**src/rtl/wb_multi_if.sv**
```systemverilog
// Bundle of the wb_multi lane inputs, ECALL handler handshake and register-file write ports.
// The slave modport is the writeback stage; the master modport is its environment.
interface wb_multi_if #(
    parameter int NUM_LANES = 2,
    parameter int XLEN      = 64,
    parameter int REGBITS   = 5,
    parameter int PCW       = 32
);
    logic [NUM_LANES-1:0]              in_valid;
    logic [NUM_LANES-1:0][PCW-1:0]     in_pc;
    logic [NUM_LANES-1:0]              in_ld_or_alu;
    logic [NUM_LANES-1:0][XLEN-1:0]    in_lddata;
    logic [NUM_LANES-1:0][XLEN-1:0]    in_alures;
    logic [NUM_LANES-1:0][REGBITS-1:0] in_rd;
    logic [NUM_LANES-1:0]              in_is_ecall;
    logic                              wb_flush;
    logic [7:0][XLEN-1:0]              ecall_reg_val;
    logic                              ecall_req;
    logic [7:0][XLEN-1:0]              ecall_args;
    logic                              ecall_ack;
    logic [XLEN-1:0]                   ecall_result;
    logic [NUM_LANES-1:0]              rf_we;
    logic [NUM_LANES-1:0][REGBITS-1:0] rf_addr;
    logic [NUM_LANES-1:0][XLEN-1:0]    rf_data;
    logic                              wb_stall;
    logic                              ecall_flush;
    logic [PCW-1:0]                    pc_after_flush;

    modport slave (
        input  in_valid, in_pc, in_ld_or_alu, in_lddata, in_alures, in_rd, in_is_ecall,
        input  wb_flush, ecall_reg_val, ecall_ack, ecall_result,
        output ecall_req, ecall_args, rf_we, rf_addr, rf_data, wb_stall, ecall_flush,
        output pc_after_flush
    );

    modport master (
        output in_valid, in_pc, in_ld_or_alu, in_lddata, in_alures, in_rd, in_is_ecall,
        output wb_flush, ecall_reg_val, ecall_ack, ecall_result,
        input  ecall_req, ecall_args, rf_we, rf_addr, rf_data, wb_stall, ecall_flush,
        input  pc_after_flush
    );
endinterface

```
**src/rtl/wb_multi.sv**
```systemverilog
// Multi-lane writeback stage: retires up to NUM_LANES results per cycle and hands ECALLs to an
// external handler. Optional macro WB_INSTRET_EN adds a 64-bit retired-instruction counter.
module wb_multi #(
    parameter int NUM_LANES = 2,
    parameter int XLEN      = 64,
    parameter int REGBITS   = 5,
    parameter int PCW       = 32
) (
    input  logic        clk,
    input  logic        rst_n,
    wb_multi_if.slave   bus
`ifdef WB_INSTRET_EN
    ,
    output logic [63:0] instret_o
`endif
);
    typedef enum logic [1:0] {IDLE, REQ, DONE} state_e;

    localparam logic [REGBITS-1:0] A0_REG = REGBITS'(10);

    state_e                            state_q;
    logic [NUM_LANES-1:0]              rf_we_q;
    logic [NUM_LANES-1:0][REGBITS-1:0] rf_addr_q;
    logic [NUM_LANES-1:0][XLEN-1:0]    rf_data_q;
    logic [7:0][XLEN-1:0]              args_q;
    logic [PCW-1:0]                    ret_pc_q;
    logic [PCW-1:0]                    pc_after_flush_q;
    logic                              ecall_req_q;
    logic                              wb_stall_q;
    logic                              ecall_flush_q;

    logic [NUM_LANES-1:0]              keep_d;
    logic [NUM_LANES-1:0]              wr_d;
    logic [NUM_LANES-1:0]              rf_we_d;
    logic [NUM_LANES-1:0][XLEN-1:0]    rf_data_d;
    logic                              ecall_hit_d;
    logic [PCW-1:0]                    ecall_pc_d;
    logic                              seen_d;
    logic                              live_d;
    logic                              is_k_d;

    // Lanes older than the first live ECALL retire; the ECALL lane and everything younger do not.
    always_comb begin
        keep_d      = '0;
        wr_d        = '0;
        rf_we_d     = '0;
        rf_data_d   = '0;
        ecall_hit_d = 1'b0;
        ecall_pc_d  = '0;
        seen_d      = 1'b0;
        live_d      = 1'b0;
        is_k_d      = 1'b0;
        for (int i = 0; i < NUM_LANES; i++) begin
            live_d       = bus.in_valid[i] & ~bus.wb_flush;
            is_k_d       = live_d & bus.in_is_ecall[i] & ~seen_d;
            keep_d[i]    = live_d & ~seen_d & ~bus.in_is_ecall[i];
            wr_d[i]      = keep_d[i] & (bus.in_rd[i] != '0);
            rf_data_d[i] = bus.in_ld_or_alu[i] ? bus.in_lddata[i] : bus.in_alures[i];
            if (is_k_d) begin
                ecall_hit_d = 1'b1;
                ecall_pc_d  = bus.in_pc[i];
            end
            seen_d = seen_d | is_k_d;
        end
        // A younger lane writing the same register makes the older write dead.
        for (int i = 0; i < NUM_LANES; i++) begin
            rf_we_d[i] = wr_d[i];
            for (int j = i + 1; j < NUM_LANES; j++) begin
                if (wr_d[j] && (bus.in_rd[j] == bus.in_rd[i])) begin
                    rf_we_d[i] = 1'b0;
                end
            end
        end
    end

    always_ff @(posedge clk or negedge rst_n) begin
        if (!rst_n) begin
            state_q          <= IDLE;
            rf_we_q          <= '0;
            rf_addr_q        <= '0;
            rf_data_q        <= '0;
            args_q           <= '0;
            ret_pc_q         <= '0;
            pc_after_flush_q <= '0;
            ecall_req_q      <= 1'b0;
            wb_stall_q       <= 1'b0;
            ecall_flush_q    <= 1'b0;
        end else begin
            case (state_q)
                IDLE: begin
                    rf_we_q       <= rf_we_d;
                    rf_addr_q     <= bus.in_rd;
                    rf_data_q     <= rf_data_d;
                    ecall_flush_q <= 1'b0;
                    ecall_req_q   <= ecall_hit_d;
                    wb_stall_q    <= ecall_hit_d;
                    if (ecall_hit_d) begin
                        state_q  <= REQ;
                        args_q   <= bus.ecall_reg_val;
                        ret_pc_q <= ecall_pc_d + PCW'(4);
                    end
                end
                REQ: begin
                    rf_we_q       <= '0;
                    ecall_flush_q <= 1'b0;
                    wb_stall_q    <= 1'b1;
                    if (bus.ecall_ack) begin
                        state_q          <= DONE;
                        ecall_req_q      <= 1'b0;
                        rf_we_q          <= NUM_LANES'(1);
                        rf_addr_q        <= '0;
                        rf_addr_q[0]     <= A0_REG;
                        rf_data_q        <= '0;
                        rf_data_q[0]     <= bus.ecall_result;
                        ecall_flush_q    <= 1'b1;
                        pc_after_flush_q <= ret_pc_q;
                    end
                end
                DONE: begin
                    state_q       <= IDLE;
                    rf_we_q       <= '0;
                    ecall_flush_q <= 1'b0;
                    ecall_req_q   <= 1'b0;
                    wb_stall_q    <= 1'b0;
                end
                default: begin
                    state_q <= IDLE;
                end
            endcase
        end
    end

    assign bus.rf_we          = rf_we_q;
    assign bus.rf_addr        = rf_addr_q;
    assign bus.rf_data        = rf_data_q;
    assign bus.ecall_args     = args_q;
    assign bus.ecall_req      = ecall_req_q;
    assign bus.wb_stall       = wb_stall_q;
    assign bus.ecall_flush    = ecall_flush_q;
    assign bus.pc_after_flush = pc_after_flush_q;

`ifdef WB_INSTRET_EN
    logic [63:0] instret_q;
    logic [63:0] retire_cnt_d;

    // x0 destinations still count as retired; the ECALL itself counts when it completes.
    always_comb begin
        retire_cnt_d = '0;
        if (state_q == IDLE) begin
            for (int i = 0; i < NUM_LANES; i++) begin
                retire_cnt_d = retire_cnt_d + 64'(keep_d[i]);
            end
        end else if ((state_q == REQ) && bus.ecall_ack) begin
            retire_cnt_d = 64'd1;
        end
    end

    always_ff @(posedge clk or negedge rst_n) begin
        if (!rst_n) begin
            instret_q <= '0;
        end else begin
            instret_q <= instret_q + retire_cnt_d;
        end
    end

    assign instret_o = instret_q;
`endif
endmodule

```
**src/flat_wrapper.sv**
```systemverilog
// flat-port wrapper written by rule: the top's interface ports become plain ports
module wb_multi_flat 
#(
    parameter int NUM_LANES = 2,
    parameter int XLEN      = 64,
    parameter int REGBITS   = 5,
    parameter int PCW       = 32
)
  (clk, rst_n, bus_in_valid, bus_in_pc, bus_in_ld_or_alu, bus_in_lddata, bus_in_alures, bus_in_rd, bus_in_is_ecall, bus_wb_flush, bus_ecall_reg_val, bus_ecall_ack, bus_ecall_result, bus_ecall_req, bus_ecall_args, bus_rf_we, bus_rf_addr, bus_rf_data, bus_wb_stall, bus_ecall_flush, bus_pc_after_flush);
  wb_multi_if #(.NUM_LANES(NUM_LANES), .XLEN(XLEN), .REGBITS(REGBITS), .PCW(PCW)) bus_i ();
  input  logic clk;
  input  logic rst_n;
  input wire logic [$bits(bus_i.in_valid)-1:0] bus_in_valid;
  input wire logic [$bits(bus_i.in_pc)-1:0] bus_in_pc;
  input wire logic [$bits(bus_i.in_ld_or_alu)-1:0] bus_in_ld_or_alu;
  input wire logic [$bits(bus_i.in_lddata)-1:0] bus_in_lddata;
  input wire logic [$bits(bus_i.in_alures)-1:0] bus_in_alures;
  input wire logic [$bits(bus_i.in_rd)-1:0] bus_in_rd;
  input wire logic [$bits(bus_i.in_is_ecall)-1:0] bus_in_is_ecall;
  input wire logic [$bits(bus_i.wb_flush)-1:0] bus_wb_flush;
  input wire logic [$bits(bus_i.ecall_reg_val)-1:0] bus_ecall_reg_val;
  input wire logic [$bits(bus_i.ecall_ack)-1:0] bus_ecall_ack;
  input wire logic [$bits(bus_i.ecall_result)-1:0] bus_ecall_result;
  output wire logic [$bits(bus_i.ecall_req)-1:0] bus_ecall_req;
  output wire logic [$bits(bus_i.ecall_args)-1:0] bus_ecall_args;
  output wire logic [$bits(bus_i.rf_we)-1:0] bus_rf_we;
  output wire logic [$bits(bus_i.rf_addr)-1:0] bus_rf_addr;
  output wire logic [$bits(bus_i.rf_data)-1:0] bus_rf_data;
  output wire logic [$bits(bus_i.wb_stall)-1:0] bus_wb_stall;
  output wire logic [$bits(bus_i.ecall_flush)-1:0] bus_ecall_flush;
  output wire logic [$bits(bus_i.pc_after_flush)-1:0] bus_pc_after_flush;
  assign bus_i.in_valid = bus_in_valid;
  assign bus_i.in_pc = bus_in_pc;
  assign bus_i.in_ld_or_alu = bus_in_ld_or_alu;
  assign bus_i.in_lddata = bus_in_lddata;
  assign bus_i.in_alures = bus_in_alures;
  assign bus_i.in_rd = bus_in_rd;
  assign bus_i.in_is_ecall = bus_in_is_ecall;
  assign bus_i.wb_flush = bus_wb_flush;
  assign bus_i.ecall_reg_val = bus_ecall_reg_val;
  assign bus_i.ecall_ack = bus_ecall_ack;
  assign bus_i.ecall_result = bus_ecall_result;
  assign bus_ecall_req = bus_i.ecall_req;
  assign bus_ecall_args = bus_i.ecall_args;
  assign bus_rf_we = bus_i.rf_we;
  assign bus_rf_addr = bus_i.rf_addr;
  assign bus_rf_data = bus_i.rf_data;
  assign bus_wb_stall = bus_i.wb_stall;
  assign bus_ecall_flush = bus_i.ecall_flush;
  assign bus_pc_after_flush = bus_i.pc_after_flush;
  wb_multi #(.NUM_LANES(NUM_LANES), .XLEN(XLEN), .REGBITS(REGBITS), .PCW(PCW)) u_core (.clk(clk), .rst_n(rst_n), .bus(bus_i));
endmodule
```
**config.mk**
```make
export PLATFORM = sky130hd
export DESIGN_NAME = wb_multi_flat
export DESIGN_NICKNAME = d
export VERILOG_FILES = /design/src/rtl/wb_multi_if.sv /design/src/rtl/wb_multi.sv /design/src/flat_wrapper.sv
export SDC_FILE = /design/constraint.sdc
export NUM_CORES = 2
export LEC_CHECK = 0
export BUFFER_PORTS_ARGS = -buffer_cell sky130_fd_sc_hd__buf_2
export CAP_MARGIN = 20
export CELL_PAD_IN_SITES_DETAIL_PLACEMENT = 1
export CELL_PAD_IN_SITES_GLOBAL_PLACEMENT = 1
export CORE_AREA = 2 2 622 624
export CTS_BUF_LIST = sky130_fd_sc_hd__clkbuf_4 sky130_fd_sc_hd__clkbuf_8
export DETAILED_ROUTE_END_ITERATION = 10
export DIE_AREA = 0 0 624 626
export GPL_TIMING_DRIVEN = 0
export PLACE_DENSITY_LB_ADDON = 0.1
export RECOVER_POWER = 25
export SYNTH_ARGS = -nofsm -noshare
export SYNTH_HDL_FRONTEND = slang
export SYNTH_SLANG_ARGS = --single-unit
export TNS_END_PERCENT = 100
```
**constraint.sdc**
```tcl
create_clock -name clk -period 2.47 [get_ports clk]
set_input_delay 0.247 -clock clk [delete_from_list [all_inputs] [get_ports clk]]
set_output_delay 0.247 -clock clk [all_outputs]
set_load 0.02 [all_outputs]
```
==> summary.md <==
| Metric | Value |
|---|---|
| CTS tree | done |
| Critical path class | input pin to flip-flop |
| Hold path startpoint | bus_in_is_ecall[0] |
| FF-to-FF Start | u_core.state_q[0] |
| Synth cell types | 58 |
| Clk slew on worst S/H paths | 0.06 ns |
| R2r setup slk | 0.09 ns |
| Crit path cell chain | buf_2 -> and3b_4 -> buf_12 -> and2_4 -> clkbuf_16 -> a22o_4 -> ha_4 -> nand4_1 -> a211oi_4 -> buf_12 -> nand4_4 -> or4_4 -> a31o_1 |
| Hpwl dp | 219,400 um |
| Syn Std Cell Area | 0.03053 mm2 |
| Pre-antenna DRT Iters | 5 |
| Tmin final | 2.521 ns |
| DR vias/cell | 3.147 |
| Vias in the first global route | 41,190 |
| CP startpoint kind | input pin |
| Cell with the most instances after synthesis | nand2_1 |
| Seq/Total Area, Yosys | 59.10% |
| Post-route DRC | 0 |
| Average wire per standard cell | 22.78 um |
| Multi-input logic area | 0.01179 mm2 |
| Hold Slack | 0.1306 ns |
| Crit share post-route | 102.1% |
| Post-route cell area | 0.06442 mm2 |
| IO Pins | 1,603 |
| Mapped Nets | 4,280 |
| Number of port buffers | 1,599 |
| Endpoint, Worst Hold | u_core.ret_pc_q[17] |
| Number of clock sinks | 721 |
| Worst flop-to-flop path endpoint | u_core.ret_pc_q[27] |
| Worst-case clock skew | 0.09476 ns |
| WP data arrival | 3.36 ns |
| Initial antenna violation count | 88 |
| DP Area | 0.04550 mm2 |
| Pwr per Cell Area | 1090 mW/mm2 |
| Fillers | 45,550 |
| First-pass GRT wire length | 361,400 um |
| Cell seen most often among critical-path stages | buf_12 |
| FP Rows | 228 |
| Endpoints failing setup | 3 |
| Mapped Cells | 3,360 |
| Ranking of synthesized cells by area | dfrtp_1, nand2_1, mux2i_1 |
| Slowest-stage cell, CP | or4_4 |
| TritonCTS Buffers | 182 |
| Min-Delay Path Depth | 5 |
| CTS Root Cell | clkbuf_8 |
| Die width | 624 um |
| # H-tree levels | 4 |
| CORE AREA | 0.3843 mm2 |
| Final Max Tran Viols | 0 |
| Flops & latches, synth | 721 |
| Grt total ovfl | 0 |
| Maximum root-to-sink buffer count | 4 |
| Min-delay worst type | input pin to flip-flop |
| Pre-CTS WS | -2.787 ns |
| Pin count of the biggest net entering global routing | 95 |
| Share of layout cells above drive strength 1 | 31.30% |
| Register area | 0.01804 mm2 |
| Routed WL | 269,900 um |
| Failing checks | negative setup slack |
| Peak supply drop | 0.3892 mV |
| Synth top area share | 59.10% |
| First-iteration detailed-routing DRC count | 1,025 |
| Cell depth of the worst flop-to-flop path | 9 |
| Predominant post-synthesis flop cell | dfrtp_1 |
| FFs w/ async S/R, synth | 100.0% |
| Max Cap Viol | 0 |
| Area grow syn2layout | 111.0% |
| Via count | 37,290 |
| Max stage delay on crit path | 0.53 ns |
| Starting density of the core | 7.945% |
| Final Hold Fails | 0 |
| GP Congestion | 0.7953 |
| Fmax | 396.6 MHz |
| Post-synth top area cell | dfrtp_1 |
| Worst-margin pin slew | 1.059 ns |
| Post-route ant nets | 0 |
| CP Data Required Time | 3.31 ns |
| GRT Util Overall | 13.41% |
| Run status | finished with violations |
| List of most frequent post-synthesis cells | nand2_1, dfrtp_1, clkbuf_1 |
| Slew HR | 29.42% |
| Min setup slack post-route | -0.05149 ns |
| Die area | 0.3906 mm2 |
| Die height | 626 um |
| Worst setup EP type | flip-flop |
| Syn avg cell area | 9.086 um2 |
| Skew-Pair Late Insertion Delay | 0.98 ns |
| Number of synthesized flops with an enable pin | 0 |
| Leakage | 31.06 nW |
| Nets | 7,539 |
| Crit path max fanout | 10 |
| RSZ-0062 raised after global routing | true |
| Worst Setup SP | bus_wb_flush |
| Synth warnings | 0 |
[critical path, delay by kind of cell]
| kind | cells | cell delay [ns] |
|---|---|---|
| simple gates | 5 | 1.48 |
| fa+ha+maj | 1 | 0.15 |
| compound gates | 3 | 0.68 |
| buf+inv | 4 | 0.73 |
[routing by layer]
| layer | vias to the layer above | track usage [%] | share of wire (%) |
|---|---|---|---|
| li1 | 17400 | - | - |
| met1 | 18360 | 14.44 | 38 |
| met2 | 1119 | 25.29 | 53 |
| met3 | 381 | 4.096 | 6.9 |
| met4 | 24 | 3.173 | 2.7 |
| met5 | - | 0 | 0.057 |
[flip-flops by register name (all words and copies together), names as in the netlist]
| register | flops |
|---|---|
| u_core.state_q | 2 |
| u_core.ret_pc_q | 32 |
| u_core.bus.wb_stall | 1 |
| u_core.bus.ecall_req | 1 |
| u_core.bus.rf_data | 128 |
| u_core.bus.ecall_args | 512 |
| u_core.bus.rf_we | 2 |
| u_core.bus.rf_addr | 10 |
| u_core.bus.ecall_flush | 1 |
| u_core.bus.pc_after_flush | 32 |
[placed cells by master, fill, tap and decap left out, types with 6 or more instances in the layout]
master,instances
xnor2_1,9
o21ai_0,145
clkinv_2,8
buf_16,20
a32oi_1,8
nand3_1,26
clkbuf_8,233
mux2i_1,128
a22o_1,14
diode_2,40
nor3_1,6
nor2_1,83
clkbuf_2,87
clkbuf_4,94
dlygate4sd3_1,1426
buf_4,21
a22oi_1,13
mux2_2,96
nand4_1,18
buf_8,15
buf_1,8
nand2_1,1713
clkbuf_1,173
buf_12,6
dfrtp_1,720
buf_2,1484
o31ai_1,10
a21oi_1,78
xor2_1,8
[cell type report]
type,instances,share of cell area [%]
clock inverter,19,0.3477
inverter,5,0.03496
sequential,721,28.01
antenna,40,0.1554
clock buffer,294,5.630
multi-input combinational,2428,18.30
buffer,200,1.826
tap,5060,9.828
timing repair buffer,3081,35.87
[per-stage QoR]
| stage | util, % | setup TNS, ns | cells | power [mW] |
|---|---|---|---|---|
| 2_1_floorplan | - | -0.4783 | 3360 | 35.12 |
| 3_3_place_gp | 11.68 | - | 10020 | 52.19 |
| 3_5_place_dp | 11.84 | -1257.96 | 10050 | 52.55 |
| 4_1_cts | 16.76 | -0.1768 | 11800 | 73.00 |
| 5_1_grt | 16.76 | -0.1054 | 11840 | 75.62 |
| 6_report | 16.77 | -0.1309 | 11850 | 70.23 |
[cells by family (layout without fill, tap and decap cells)]
kind of cell,count (synthesis),after routing,share of synthesized area [%]
AOI/OAI and AO/OA,303,303,5.934
xor gates and xnor gates,18,18,0.5164
adders and majority gates,4,4,0.1639
buffers and inverters,211,3599,2.738
DFF,721,721,59.10
muxes,224,224,7.738
other,0,40,0
and+or+nand+nor,1879,1879,23.81
[power by group]
group	internal [mW]	switching, mW	leakage (nW)
Clock	9.54	7.34	2.06
Sequential	17.6	3.80	8.99
Combinational	9.73	22.2	20.0
[worst max-delay path by stage]
stage / end / slack (ns) / depth (start not counted)
detailed placement: u_core.bus.ecall_args[45] / -2.79 / 12
global route: u_core.bus.ecall_args[219] / -0.01 / 12
global placement: u_core.bus.rf_data[17] / -19.93 / 1
finish: u_core.ret_pc_q[28] / -0.05 / 13
floorplan: u_core.ret_pc_q[28] / -0.32 / 12
CTS: u_core.bus.rf_data[124] / -0.03 / 8
[repair_timing]
action                                 4_1_cts  5_1_grt
hold buffers                              1436        0
endpoints found under the hold margin      887        0
cloned                                       0        1
setup endpoints to repair                  719      299
setup buffers                                9        8
resized for setup                          181       47
pin swaps                                    2        5
Power figures use the tool's default switching activity.
